**src/rtl/risc8_pkg.sv**
```systemverilog
// Shared constants for the RISC-8 decode stage: opcodes, ALU selects,
// instruction field positions and default widths.
package risc8_pkg;

    localparam int DW_DEF = 8;
    localparam int IW_DEF = 16;

    // Opcodes (instruction bits [15:12])
    localparam logic [3:0] OP_ADD = 4'b0000;
    localparam logic [3:0] OP_SUB = 4'b0001;
    localparam logic [3:0] OP_AND = 4'b0010;
    localparam logic [3:0] OP_OR  = 4'b0011;
    localparam logic [3:0] OP_LDI = 4'b0100;
    localparam logic [3:0] OP_NOP = 4'b1111;

    // ALU select codes
    localparam logic [3:0] SEL_ADD = 4'b0000;
    localparam logic [3:0] SEL_SUB = 4'b0001;
    localparam logic [3:0] SEL_AND = 4'b0010;
    localparam logic [3:0] SEL_OR  = 4'b0011;

    // Field bit positions
    localparam int OP_MSB  = 15;
    localparam int OP_LSB  = 12;
    localparam int RD_MSB  = 11;
    localparam int RD_LSB  = 9;
    localparam int RS1_MSB = 8;
    localparam int RS1_LSB = 6;
    localparam int RS2_MSB = 5;
    localparam int RS2_LSB = 3;
    localparam int IMM_MSB = 7;
    localparam int IMM_LSB = 0;

    // True for the register-register ALU opcodes
    function automatic logic is_alu_op(input logic [3:0] op);
        return (op == OP_ADD) || (op == OP_SUB) || (op == OP_AND) || (op == OP_OR);
    endfunction

    // ALU select for a register-register opcode
    function automatic logic [3:0] alu_sel(input logic [3:0] op);
        logic [3:0] sel;
        case (op)
            OP_SUB:  sel = SEL_SUB;
            OP_AND:  sel = SEL_AND;
            OP_OR:   sel = SEL_OR;
            default: sel = SEL_ADD;
        endcase
        return sel;
    endfunction

endpackage

```
**src/rtl/risc8_regfile.sv**
```systemverilog
// NREG x DW register file: two asynchronous read ports, one synchronous
// write port. r0 is never written and always reads zero.
module risc8_regfile
    import risc8_pkg::*;
#(
    parameter int DW   = DW_DEF,
    parameter int NREG = 8
) (
    input  logic                     clk,
    input  logic                     rst_n,
    input  logic [$clog2(NREG)-1:0]  ra1,
    input  logic [$clog2(NREG)-1:0]  ra2,
    output logic [DW-1:0]            rd1,
    output logic [DW-1:0]            rd2,
    input  logic                     we,
    input  logic [$clog2(NREG)-1:0]  wa,
    input  logic [DW-1:0]            wd
);

    logic [DW-1:0] mem [NREG];

    // Clear everything on reset; otherwise write any register except r0
    always_ff @(posedge clk) begin
        if (!rst_n) begin
            for (int i = 0; i < NREG; i++) begin
                mem[i] <= '0;
            end
        end else if (we && (wa != '0)) begin
            mem[wa] <= wd;
        end
    end

    assign rd1 = (ra1 == '0) ? '0 : mem[ra1];
    assign rd2 = (ra2 == '0) ? '0 : mem[ra2];

endmodule

```
**src/rtl/id_stage.sv**
```systemverilog
// RISC-8 decode / operand-fetch stage. Decodes 16-bit instructions, reads
// operands with write-back bypass, and registers a/b/sel/rd for the ALU.
// Optional build macro ID_FWD_EN: forward the EX result into operand fetch
// instead of stalling one cycle on a read-after-write dependency.
//
// Handshake: a transfer happens on a rising edge where valid && ready are
// both high. instr_valid must not depend on instr_ready; instr_ready may
// depend combinationally on the presented instruction (hazard check).
// The EX registers advance when ex_ready || !ex_valid.
module id_stage
    import risc8_pkg::*;
#(
    parameter int DW   = DW_DEF,
    parameter int IW   = IW_DEF,
    parameter int NREG = 8
) (
    input  logic                     clk,
    input  logic                     rst_n,
    input  logic                     instr_valid,
    input  logic [IW-1:0]            instr,
    output logic                     instr_ready,
    output logic                     ex_valid,
    input  logic                     ex_ready,
    output logic [DW-1:0]            ex_a,
    output logic [DW-1:0]            ex_b,
    output logic [3:0]               ex_sel,
    output logic [$clog2(NREG)-1:0]  ex_rd,
    output logic                     ex_we,
    input  logic [DW-1:0]            ex_fwd_data,
    input  logic                     wb_we,
    input  logic [$clog2(NREG)-1:0]  wb_rd,
    input  logic [DW-1:0]            wb_data,
    output logic                     illegal
);

    localparam int AW = $clog2(NREG);

`ifdef ID_FWD_EN
    localparam bit FWD_EN = 1'b1;
`else
    localparam bit FWD_EN = 1'b0;
`endif

    // Decoded fields
    logic [3:0]    op;
    logic [AW-1:0] rd, rs1, rs2;
    logic [7:0]    imm;
    logic          is_alu, is_ldi, is_nop, is_bad;

    assign op     = instr[OP_MSB:OP_LSB];
    assign rd     = instr[RD_MSB:RD_LSB];
    assign rs1    = instr[RS1_MSB:RS1_LSB];
    assign rs2    = instr[RS2_MSB:RS2_LSB];
    assign imm    = instr[IMM_MSB:IMM_LSB];
    assign is_alu = is_alu_op(op);
    assign is_ldi = (op == OP_LDI);
    assign is_nop = (op == OP_NOP);
    assign is_bad = !(is_alu || is_ldi || is_nop);

    // Register file
    logic [DW-1:0] rf_d1, rf_d2;

    risc8_regfile #(.DW(DW), .NREG(NREG)) u_rf (
        .clk   (clk),
        .rst_n (rst_n),
        .ra1   (rs1),
        .ra2   (rs2),
        .rd1   (rf_d1),
        .rd2   (rf_d2),
        .we    (wb_we),
        .wa    (wb_rd),
        .wd    (wb_data)
    );

    // Match terms; r0 never matches so it always reads zero
    logic ex_hit1, ex_hit2, wb_hit1, wb_hit2;

    assign ex_hit1 = ex_valid && ex_we && (ex_rd == rs1) && (rs1 != '0);
    assign ex_hit2 = ex_valid && ex_we && (ex_rd == rs2) && (rs2 != '0);
    assign wb_hit1 = wb_we && (wb_rd == rs1) && (rs1 != '0);
    assign wb_hit2 = wb_we && (wb_rd == rs2) && (rs2 != '0);

    // Operand select: EX forward (younger) beats WB bypass beats register file
    logic [DW-1:0] op_a, op_b;

    always_comb begin
        op_a = rf_d1;
        op_b = rf_d2;
        if (FWD_EN && ex_hit1) op_a = ex_fwd_data;
        else if (wb_hit1)      op_a = wb_data;
        if (FWD_EN && ex_hit2) op_b = ex_fwd_data;
        else if (wb_hit2)      op_b = wb_data;
    end

    // Without forwarding, an ALU op reading the EX destination waits one cycle
    logic hazard, load, accept;

    assign hazard      = !FWD_EN && is_alu && (ex_hit1 || ex_hit2);
    assign load        = ex_ready || !ex_valid;
    assign instr_ready = rst_n && load && !hazard;
    assign accept      = instr_valid && instr_ready;

    // EX stage registers: load a decoded op or a bubble, hold under backpressure
    always_ff @(posedge clk) begin
        if (!rst_n) begin
            ex_valid <= 1'b0;
            ex_we    <= 1'b0;
            ex_a     <= '0;
            ex_b     <= '0;
            ex_sel   <= '0;
            ex_rd    <= '0;
            illegal  <= 1'b0;
        end else begin
            illegal <= accept && is_bad;
            if (load) begin
                if (accept && (is_alu || is_ldi)) begin
                    ex_valid <= 1'b1;
                    ex_we    <= 1'b1;
                    ex_a     <= is_ldi ? '0 : op_a;
                    ex_b     <= is_ldi ? DW'(imm) : op_b;
                    ex_sel   <= is_ldi ? SEL_ADD : alu_sel(op);
                    ex_rd    <= rd;
                end else begin
                    ex_valid <= 1'b0;
                    ex_we    <= 1'b0;
                end
            end
        end
    end

endmodule

```
**config.mk**
```make
export PLATFORM = sky130hd
export DESIGN_NAME = id_stage
export DESIGN_NICKNAME = d
export VERILOG_FILES = /design/src/rtl/risc8_pkg.sv /design/src/rtl/risc8_regfile.sv /design/src/rtl/id_stage.sv
export SDC_FILE = /design/constraint.sdc
export NUM_CORES = 1
export LEC_CHECK = 0
export CORE_MARGIN = 2
export CORE_UTILIZATION = 45
export DETAILED_ROUTE_END_ITERATION = 10
export PLACE_DENSITY = 0.77
export SETUP_SLACK_MARGIN = 0.2
export SYNTH_ARGS = -nofsm -noshare
export SYNTH_HDL_FRONTEND = slang
export SYNTH_SLANG_ARGS = --single-unit
```
**constraint.sdc**
```tcl
create_clock -name clk -period 4.4 [get_ports clk]
set_input_delay 0.44 -clock clk [delete_from_list [all_inputs] [get_ports clk]]
set_output_delay 0.44 -clock clk [all_outputs]
set_load 0.1 [all_outputs]
```
# Word-level counts from Yosys, hierarchy flattened
# Memory sizes are Yosys's and may differ from the RTL's.
# Index checks and enable logic that the tools add are counted.
dict set report op_classes {
  eq_ne 9
  muxes 16
  n_reduce_logical 33
}
# cell count
set op_table {}
lappend op_table {{$mux 8} 7}
lappend op_table {{$logic_and 1x1->1} 15}
lappend op_table {{$eq 3x3->1} 4}
lappend op_table {{$reduce_bool 3->1} 3}
lappend op_table {{$eq 4x2->1 const B} 2}
lappend op_table {{$reduce_or 8->1} 1}
lappend op_table {{$logic_or 1x1->1} 7}
lappend op_table {{$logic_not 3->1} 2}
lappend op_table {{$mux 1} 6}
lappend op_table {{$pmux 2 s3} 1}
lappend op_table {{$eq 4x1->1 const B} 1}
lappend op_table {{$eq 4x3->1 const B} 1}
lappend op_table {{$eq 4x4->1 const B} 1}
lappend op_table {{$logic_not 4->1} 1}
lappend op_table {{$mux 4} 1}
lappend op_table {{$logic_not 1->1} 3}
lappend op_table {{$mux 3} 1}
lappend op_table {{$reduce_and 2->1} 1}
dict set report totals {
  ff_bits 25
  mem_bits_rw 64
  out_inout_bits 27
  n_memories 1
}
# name words word_bits rd rd_clocked_by_memory_dff write_ports line_no
set memory_table {}
lappend memory_table {u_rf.mem 8 8 2 0 8 risc8_regfile.sv:20} ;# logic [DW-1:0] mem [NREG];

# Logic depth before layout (Yosys ltp)
dict set report logic_depth {
  ltp_word 10
  ltp_mapped 7
  ltp_nobuf 5
}

# Hierarchy
# From an unflattened synthesis, not the netlist that was laid out.
dict set report unflattened {
  cells_unflattened 414
  area_unflattened_um2 4713.3
}
# mod instances cells_each area_each_um2
set by_module_without_submodules {}
lappend by_module_without_submodules {risc8_regfile 1 243 3264.4}
lappend by_module_without_submodules {id_stage 1 171 1448.9}

# Worst setup path after synthesis
# OpenSTA, ideal clock, no wires.
dict set report synth_timing {
  path_type {register to register}
  start {reg ex_rd[1]}
  end {reg illegal}
  setup_time_ns 0.070
  arrival_ns 4.055
  t_required_ns 4.330
  setup_slack_ns 0.276
  path_stages_with_launch 7
  n_path_buf 1
  period_less_slack_ns 4.124
  cell_sequence {dfxtp_1 -> xor2_1 -> nor2_1 -> and3b_1 -> buf_6 -> nor3_1 -> and4b_1}
}
dict set report synth_between {
  elab_chain_cells 9
  word_cells_on_any_way 12
}
# element line_no
set synth_lines {}
lappend synth_lines {{start: declaration} id_stage.sv:27} ;# output logic [$clog2(NREG)-1:0] ex_rd,
lappend synth_lines {{start signal: assignment} id_stage.sv:122} ;# ex_rd <= rd;
lappend synth_lines {{$eq 3x3->1 (on tied branches)} {id_stage.sv:78, id_stage.sv:79}}
lappend synth_lines {{$logic_and 1x1->1 (on tied branches) (2 in a row)} {id_stage.sv:78, id_stage.sv:79}}
lappend synth_lines {{$logic_or 1x1->1 *} id_stage.sv:98} ;# assign hazard = !FWD_EN && is_alu && (ex_hit1 || ex_hit2);
lappend synth_lines {{$logic_and 1x1->1 *} id_stage.sv:98}
lappend synth_lines {{$logic_not 1->1 *} id_stage.sv:100} ;# assign instr_ready = rst_n && load && !hazard;
lappend synth_lines {{$logic_and 1x1->1 *} id_stage.sv:100}
lappend synth_lines {{via instr_ready} id_stage.sv:21} ;# output logic instr_ready,
lappend synth_lines {{$logic_and 1x1->1 *} id_stage.sv:101} ;# assign accept = instr_valid && instr_ready;
lappend synth_lines {{$logic_and 1x1->1 *} id_stage.sv:114} ;# illegal <= accept && is_bad;
lappend synth_lines {{end signal: assignment} id_stage.sv:114}
lappend synth_lines {{end: declaration} id_stage.sv:33} ;# output logic illegal
# The timed path passes the listed nets; every way through them passes the cells marked *.
# A chain may end at the register's enable or synchronous reset.

# Worst setup path in the final report
dict set report layout_timing {
  start {in instr[5]}
  end {out instr_ready}
}
dict set report layout_between {
  elab_chain_cells 7
  word_cells_on_any_way 8
}
# element line_no
set layout_lines {}
lappend layout_lines {{start: declaration} id_stage.sv:20} ;# input logic [IW-1:0] instr,
lappend layout_lines {{$eq 3x3->1} id_stage.sv:79} ;# assign ex_hit2 = ex_valid && ex_we && (ex_rd == rs2) && (rs2 != '0);
lappend layout_lines {{$logic_and 1x1->1} id_stage.sv:79}
lappend layout_lines {{$logic_and 1x1->1 *} id_stage.sv:79}
lappend layout_lines {{$logic_or 1x1->1 *} id_stage.sv:98}
lappend layout_lines {{$logic_and 1x1->1 *} id_stage.sv:98}
lappend layout_lines {{$logic_not 1->1 *} id_stage.sv:100}
lappend layout_lines {{$logic_and 1x1->1 *} id_stage.sv:100}
lappend layout_lines {{end: declaration} id_stage.sv:21}
# Mark *: on every way between the ends. The rest lies on a longest branch, timed or not.

==> metrics.md <==
| Metric | Value |
|---|---|
| Run status | finished, final reports clean |
| CTS-repair resized insts | 0 |
| Post-synth EDFFs | 64 |
| Ports | 67 |
| Initial Utilization | 46.5% |
| Root Buffer | clkbuf_8 |
| Min-delay src | ex_b[6] |
| Worst Setup SP | instr[5] |
| Layout cell share with drive strength beyond 1 | slightly below 20% |
| Largest net degree at the start of global routing | 29 |
| Reg2reg end | ex_a[2] |
| Antenna diode count | 0 |
| Final-layout fill cell count | 828 |
| Gr usage total | between 20% and 30% |
| Residual DRC | 0 |
| Post-placement cell area | 0.00554 mm2 |
| CP Capture Type | output pin |
| GRT overflow | 0 |
| IO buf count | 56 |
| Per-cell routed wire length | approximately 22 um |
| Final Hold Vio Count | 0 |
| CP Max Fanout | 12 |
| GRT Max-Usage Layer | met2 |
| Sequential share of power | approximately 50% |
| Syn Std Cell Area | 0.00480 mm2 |
| Combinational share of power | between 20% and 30% |
| Clk_skew | 10.1 ps |
| Row count | 37 |
| Reg-to-reg setup timing slack | between 2000 and 2500 ps |
| Max_slew headroom | 34.3% |
| Met2 usage | between 40% and 50% |
| Vias in the first global route | 3677 |
| DP HPWL | 8730 um |
| Share of the synthesized area in the top cell type | 40.0% |
| Worst skew pair latency | between 300 and 400 ps |
| Register area share after synthesis | approximately half |
| Top post-synthesis cells by area | edfxtp_1 40%, mux4_2 15%, dfxtp_1 9.6%, nor4_1 4.3%, mux2i_1 3.3% |
| NetSw | 560 uW |
| Critical path type | input port to output pin |
| Synthesized area per cell | roughly 13 um2 |
| Setup_tns | 0 ps |
| Hold buffers post-CTS | 0 |
| Post-CTS setup buffers | 0 |
| Die Area | 0.0115 mm2 |
| Via count | between 3000 and 4000 |
| RSZ-0062 raised after global routing | no |
| Fin. max-slew vios | 0 |
| Setup ws final | between 1000 and 1500 ps |
| Global-route wire length before repair | 19500 um |
| Switching portion of total power | roughly 30% |
| Synth Register Bits | between 80 and 90 |
| Pre-CTS setup slack | 1260 ps |
| First DRT Iteration DRCs | roughly 370 |
| Area of the core | 0.0103 mm2 |
| CTS tree | done |
| Worst Path Arrival | 2740 ps |
| Hold path depth | 2 |
| Gp weighted congestion | 0.851 |
| Max Cap Viol | 0 |
| Part of the cycle the worst path needs | 72.3% |
| Met1 Track Usage GR | between 20% and 30% |
| Final setup viols | 0 |
| Slew @ Worst Pin | roughly 1000 ps |
| Peak supply drop | ~150 uV |
| Inserted Clock Buffers | 9 |
| Cells after synthesis | approximately 380 |
| Area grow syn2layout | 19.5% |
| Die X-Extent | ~110 um |
| Crit path time final | between 3000 and 4000 ps |
| Worst min path class | register to register |
| Largest area contributor in the netlist | edfxtp_1 |
| Post-route ant nets | 0 |
| Internal | 1340 uW |
| CTS clk-pin slew, worst paths | 90 ps |
| Max Root-Sink Buffers | 2 |
| Layout Utilization | between 50% and 60% |
| Static Leakage | 0.00194 uW |
| M3 GR Usage | under 10% |
| R2R Path Start | ex_rd[1] |
| Yosys warns | 0 |
| Clk sinks | 87 |
| Clock Power Share | 28.7% |
| Post-route cell area | 0.00574 mm2 |
| Worst R2R Path Depth | 5 |
| F_max | roughly 310 MHz |
| CP required | 3960 ps |
| Total Nets Final | 481 |
| CP Launch Type | input port |
| H-tree depth | 3 |
| Chip Height | 107 um |
| Initial DRT Pass Iterations | 5 |
| Main synth FF type | edfxtp_1 |
| Async S/R FF share, synth | 0% |
| Via-per-instance ratio | 6.32 |
| Netlist cell types | 48 |
| Hold EP | ex_b[6] |
| Power per cell area | 331 mW/mm2 |
| Initial antenna violation count | 0 |
| Total Wirelength | 12800 um |
## synth_stat cells (all sizes together), types with 2 or more instances
cell     n
a21oi    9
a22oi    8
and2     9
buf     16
clkbuf  17
dfxtp   23
edfxtp  64
inv     16
mux2     8
mux2i   16
mux4    32
nand2   18
nand2b   3
nand3    4
nand4    6
nor2     6
nor3    25
nor4    33
o21ai    5
o22ai    8
o31ai   18
o32ai    8
or2      2
or4      2
xnor2    4
xor2     4
## critical path, cell delays in order
cell and delay (ps):
clkdlybuf4s50_1 1000, xor2_1 240, a2111oi_4 630, nor3_1 150, buf_4 270
## how the worst max path moves through the flow
stage                              to  slack, ps  cells after the start
after floorplan               illegal        280                      6
after global placement    instr_ready       1290                      5
after detailed placement  instr_ready       1260                      5
after CTS                 instr_ready       1250                      5
after global routing      instr_ready       1170                      5
final                     instr_ready       1220                      5
## sequential cells by signal (all words and copies together), names as in the netlist
signal / cells
ex_a: 8
ex_b: 8
ex_rd: 3
ex_sel: 2
ex_we: 1
illegal: 1
u_rf.mem: 64
## stage by stage
step           cells  hold WS, ps  power (uW)
5_1_grt          582          480        1960
2_1_floorplan    386          590        1240
3_5_place_dp     566          450        1370
6_report         582          461        1900
4_1_cts          582          464        1900
3_3_place_gp     566          448        1350
## per-layer routing
metal	vias to the layer above	routed length [um]
met5	-	0
met4	0	340
li1	1639	-
met1	1800	4800
met2	206	6670
met3	32	962
## cell usage in the layout, fill, tap and decap left out, types with 4 or more instances in the layout
| master | Yosys | layout |
|---|---|---|
| edfxtp_1 | 64 | 64 |
| mux2i_1 | 16 | 16 |
| mux2_2 | 8 | 8 |
| clkdlybuf4s50_1 | 0 | 55 |
| o31ai_1 | 17 | 17 |
| nor4_1 | 33 | 33 |
| mux4_2 | 32 | 32 |
| o22ai_1 | 8 | 8 |
| and2_1 | 9 | 9 |
| o32ai_1 | 8 | 8 |
| clkbuf_8 | 0 | 10 |
| conb_1 | 1 | 10 |
| a21oi_1 | 7 | 7 |
| nor3_1 | 25 | 25 |
| xor2_1 | 4 | 4 |
| xnor2_1 | 4 | 4 |
| o21ai_0 | 4 | 4 |
| dfxtp_1 | 23 | 23 |
| nor2_1 | 6 | 6 |
| a22oi_1 | 8 | 8 |
| buf_4 | 6 | 22 |
| nand2_1 | 18 | 18 |
| nand4_1 | 5 | 5 |
| inv_1 | 16 | 16 |
## power groups by stage
stage               Combinational (uW)  Sequential, uW  Clock (uW)
detailed placement                 391             974           0
CTS                                393             956         549
floorplan                          209            1030           0
global route                       416             961         583
global placement                   384             970           0
finish                             396             957         545
## cell families (layout without fill, tap and decap cells)
logic type / Yosys count / count (layout) / share of synthesized area [%]
XOR/XNOR: 8 / 8 / 1.46
multiplexers: 56 / 56 / 20.2
flip-flops: 87 / 87 / 49.6
AND/OR/NAND/NOR: 114 / 114 / 13.7
other: 1 / 10 / 0.0781
buffers and inverters: 50 / 110 / 5.00
AO/OA/AOI/OAI: 61 / 61 / 9.96
## final cells by class
type	instances	area, um2	share of cell area [%]
clock inverters	4	25.0	0.436
multi-input cells	249	2210	38.6
inverters	17	63.8	1.11
well taps	136	170	2.97
clock buffers	12	166	2.90
flip-flops and latches	87	2380	41.5
repair buffers	77	716	12.5
Note: power is estimated with default switching activity, not from simulation.
==> RTL edit (config.mk and constraints unchanged) <==
Make the reset (`rst_n`) asynchronous in 2 clocked blocks.
--- a/src/rtl/risc8_regfile.sv
+++ b/src/rtl/risc8_regfile.sv
@@ -21,5 +21,5 @@
 
     // Clear everything on reset; otherwise write any register except r0
-    always_ff @(posedge clk) begin
+    always_ff @(posedge clk or negedge rst_n) begin
         if (!rst_n) begin
             for (int i = 0; i < NREG; i++) begin
--- a/src/rtl/id_stage.sv
+++ b/src/rtl/id_stage.sv
@@ -102,5 +102,5 @@
 
     // EX stage registers: load a decoded op or a bubble, hold under backpressure
-    always_ff @(posedge clk) begin
+    always_ff @(posedge clk or negedge rst_n) begin
         if (!rst_n) begin
             ex_valid <= 1'b0;
Behaviour: differs if rst_n is asserted again (counterexample within 4 cycles, from zero or initial values and one cycle with rst_n low); with rst_n held inactive, the same outputs for 4 cycles.
==> RTL edit against the unedited design <==
- sequential cell count stayed put
- count of clock-buffer cells in the layout is 1 higher
- via count is 7.2% lower
- clock skew is 0.0011 ns lower
- critical path depth is 1 higher
- register-to-register slack worse by 0.42 ns
- synthesized cell count is 4.2% higher
- final area is 2.9% lower
- wire length is 10% lower
- area after synthesis is 1.5% lower
- worst setup slack better by 0.29 ns
- largest cell class is now multi-input gates
- critical path type unchanged
Power is not compared: it rests on default switching activity, and its combinational part moved more than twofold at a synthesized area within 25%.
==> RTL edit: results (changes against the unedited design) <==
r2r endpoint=ex_a[1]; Int Pwr=0.00166 W; Placed Area=5350 um2 (-3.5%); Regs by FF count=u_rf.mem (64), ex_a (8), ex_b (8); Max IR drop VDD=roughly 210 uV; latest clock arrival within the worst-skew pair=0.37 ns (about the same); CP top delay family=buffers and inverters; largest net degree at the start of global routing=88 (+200%); number of synthesis warnings=0 (unchanged); CP max stage delay=0.76 ns (-0.24 ns); flop-to-flop setup slack=2.03 ns (-0.42 ns); worst reg2reg path depth=6 (+1); IO buf count=56 (unchanged); CP endpoint kind=output port; FFs w/ async S/R, synth=100% (+100 points); highest routed layer=met4; Worst-path clk slew=0.09 ns (about the same); FF-to-FF Start=ex_rd[0]; WL met3=768 um (-20%); fillers=879 (+6.2%); sequential share of the synthesized area=46.0% (-3.6 points); DRT iter0 DRCs=298 (-19%); status=finished clean; GP Congestion=0.823 (-3.4%); M1 WL=4870 um (+1.4%); CP Launch Point=instr[5]; commonest cells in the netlist=dfrtp_1 (87), nand2_1 (41), o21ai_0 (32), mux4_2 (31), mux2_2 (24); clk_skew=0.00907 ns (-0.00106 ns); Max FO, Critical Path=15 (+3); post-cts resize count=0 (unchanged); Area contributors post-synth=dfrtp_1 (46%), mux4_2 (15%), mux2_2 (5.7%); routed len/inst=19.9 um (-9.3%); maximum clock path buffer count=2 (unchanged); ANT cells=0 (unchanged); Pre-antenna DRT Iters=5 (unchanged); type of the tightest min-delay check=input port to async pin; crit path DAT=2.45 ns (-0.29 ns); total grt overflow=0 (unchanged); layout cell share with drive strength beyond 1=21.4% (+1.9 points); Detailed Place HPWL=7660 um (-12%); initial antenna violation count=0 (unchanged); Total GRT Usage=21.4% (-1.3 points); H-tree Lvls=3 (unchanged); crit path capture=instr_ready; global-route wire length before repair=18500 um (-5.0%); root buffer selected by CTS=clkbuf_8; final net count=474 (-1.5%); prevailing post-synth register cell=dfrtp_1; part of the power in the clock network=23.4%; Netlist cell types=46 (-4.2%); vias per cell=5.93 (-6.1%); CTS buffer count=9 (unchanged); Post-CTS Setup Bufs=0 (unchanged); Pleak=2.33 nW; Seq power=0.00106 W; Worst Tran Pin Value=1.11 ns (+0.130 ns); met2 routed wirelength=5520 um (-17%); vias in the first global route=3543 (-3.6%); Net Sw Frac=38.8%
==> RTL edit: cells by family (layout without fill, tap and decap cells) <==
kind of cell    count (synthesis)  after routing  synth area share, %
compound gates                 93             93                 13.4
flops                          87             87                 46.0
simple gates                   83             83                 8.89
mux                            75             75                 25.3
buf+inv                        46             91                 4.79
xor+xnor                        8              8                 1.48
other cells                     1              2               0.0793
==> RTL edit: layout make-up <==
type                    instances  area (um2)  area share (%)
inverters                       9        33.8           0.606
flip-flops and latches         87        2180            39.1
well taps                     136         170            3.05
repair buffers                 66         631            11.3
clock inverters                 3        65.1            1.17
multi-input cells             261        2340            41.9
clock buffers                  13         159            2.85
==> RTL edit: worst min-delay path by stage <==
stage | cells after the start | endpoint | startpoint
6_report | 2 | illegal | rst_n
5_1_grt | 0 | u_rf.mem[63] | u_rf.mem[63]
4_1_cts | 0 | u_rf.mem[63] | u_rf.mem[63]
3_5_place_dp | 0 | u_rf.mem[56] | u_rf.mem[56]
3_3_place_gp | 0 | u_rf.mem[63] | u_rf.mem[63]
2_1_floorplan | 0 | ex_a[0] | rst_n
==> RTL edit: through the flow <==
step,setup WS [ns],hold WS (ns),cells
6_report,1.51,0.359,575
2_1_floorplan,1.08,0.144,394
3_5_place_dp,1.19,0.384,559
3_3_place_gp,1.23,0.378,559
4_1_cts,1.55,0.402,575
5_1_grt,1.37,0.415,575
==> RTL edit: worst register-to-register path: stages, from the launching register on <==
cell and delay (ns):
dfrtp_1 0.46, and3b_1 0.21, o2111ai_1 0.24, nand4_1 0.40, nor2_1 0.33, buf_4 0.25, mux2_2 0.36
==> RTL edit: metal layers <==
metal | track usage [%] | vias to the layer above
met5 | 0 | -
met2 | 34.6 | 137
li1 | - | 1540
met3 | 3.56 | 20
met4 | 9.83 | 0
met1 | 28.4 | 1714
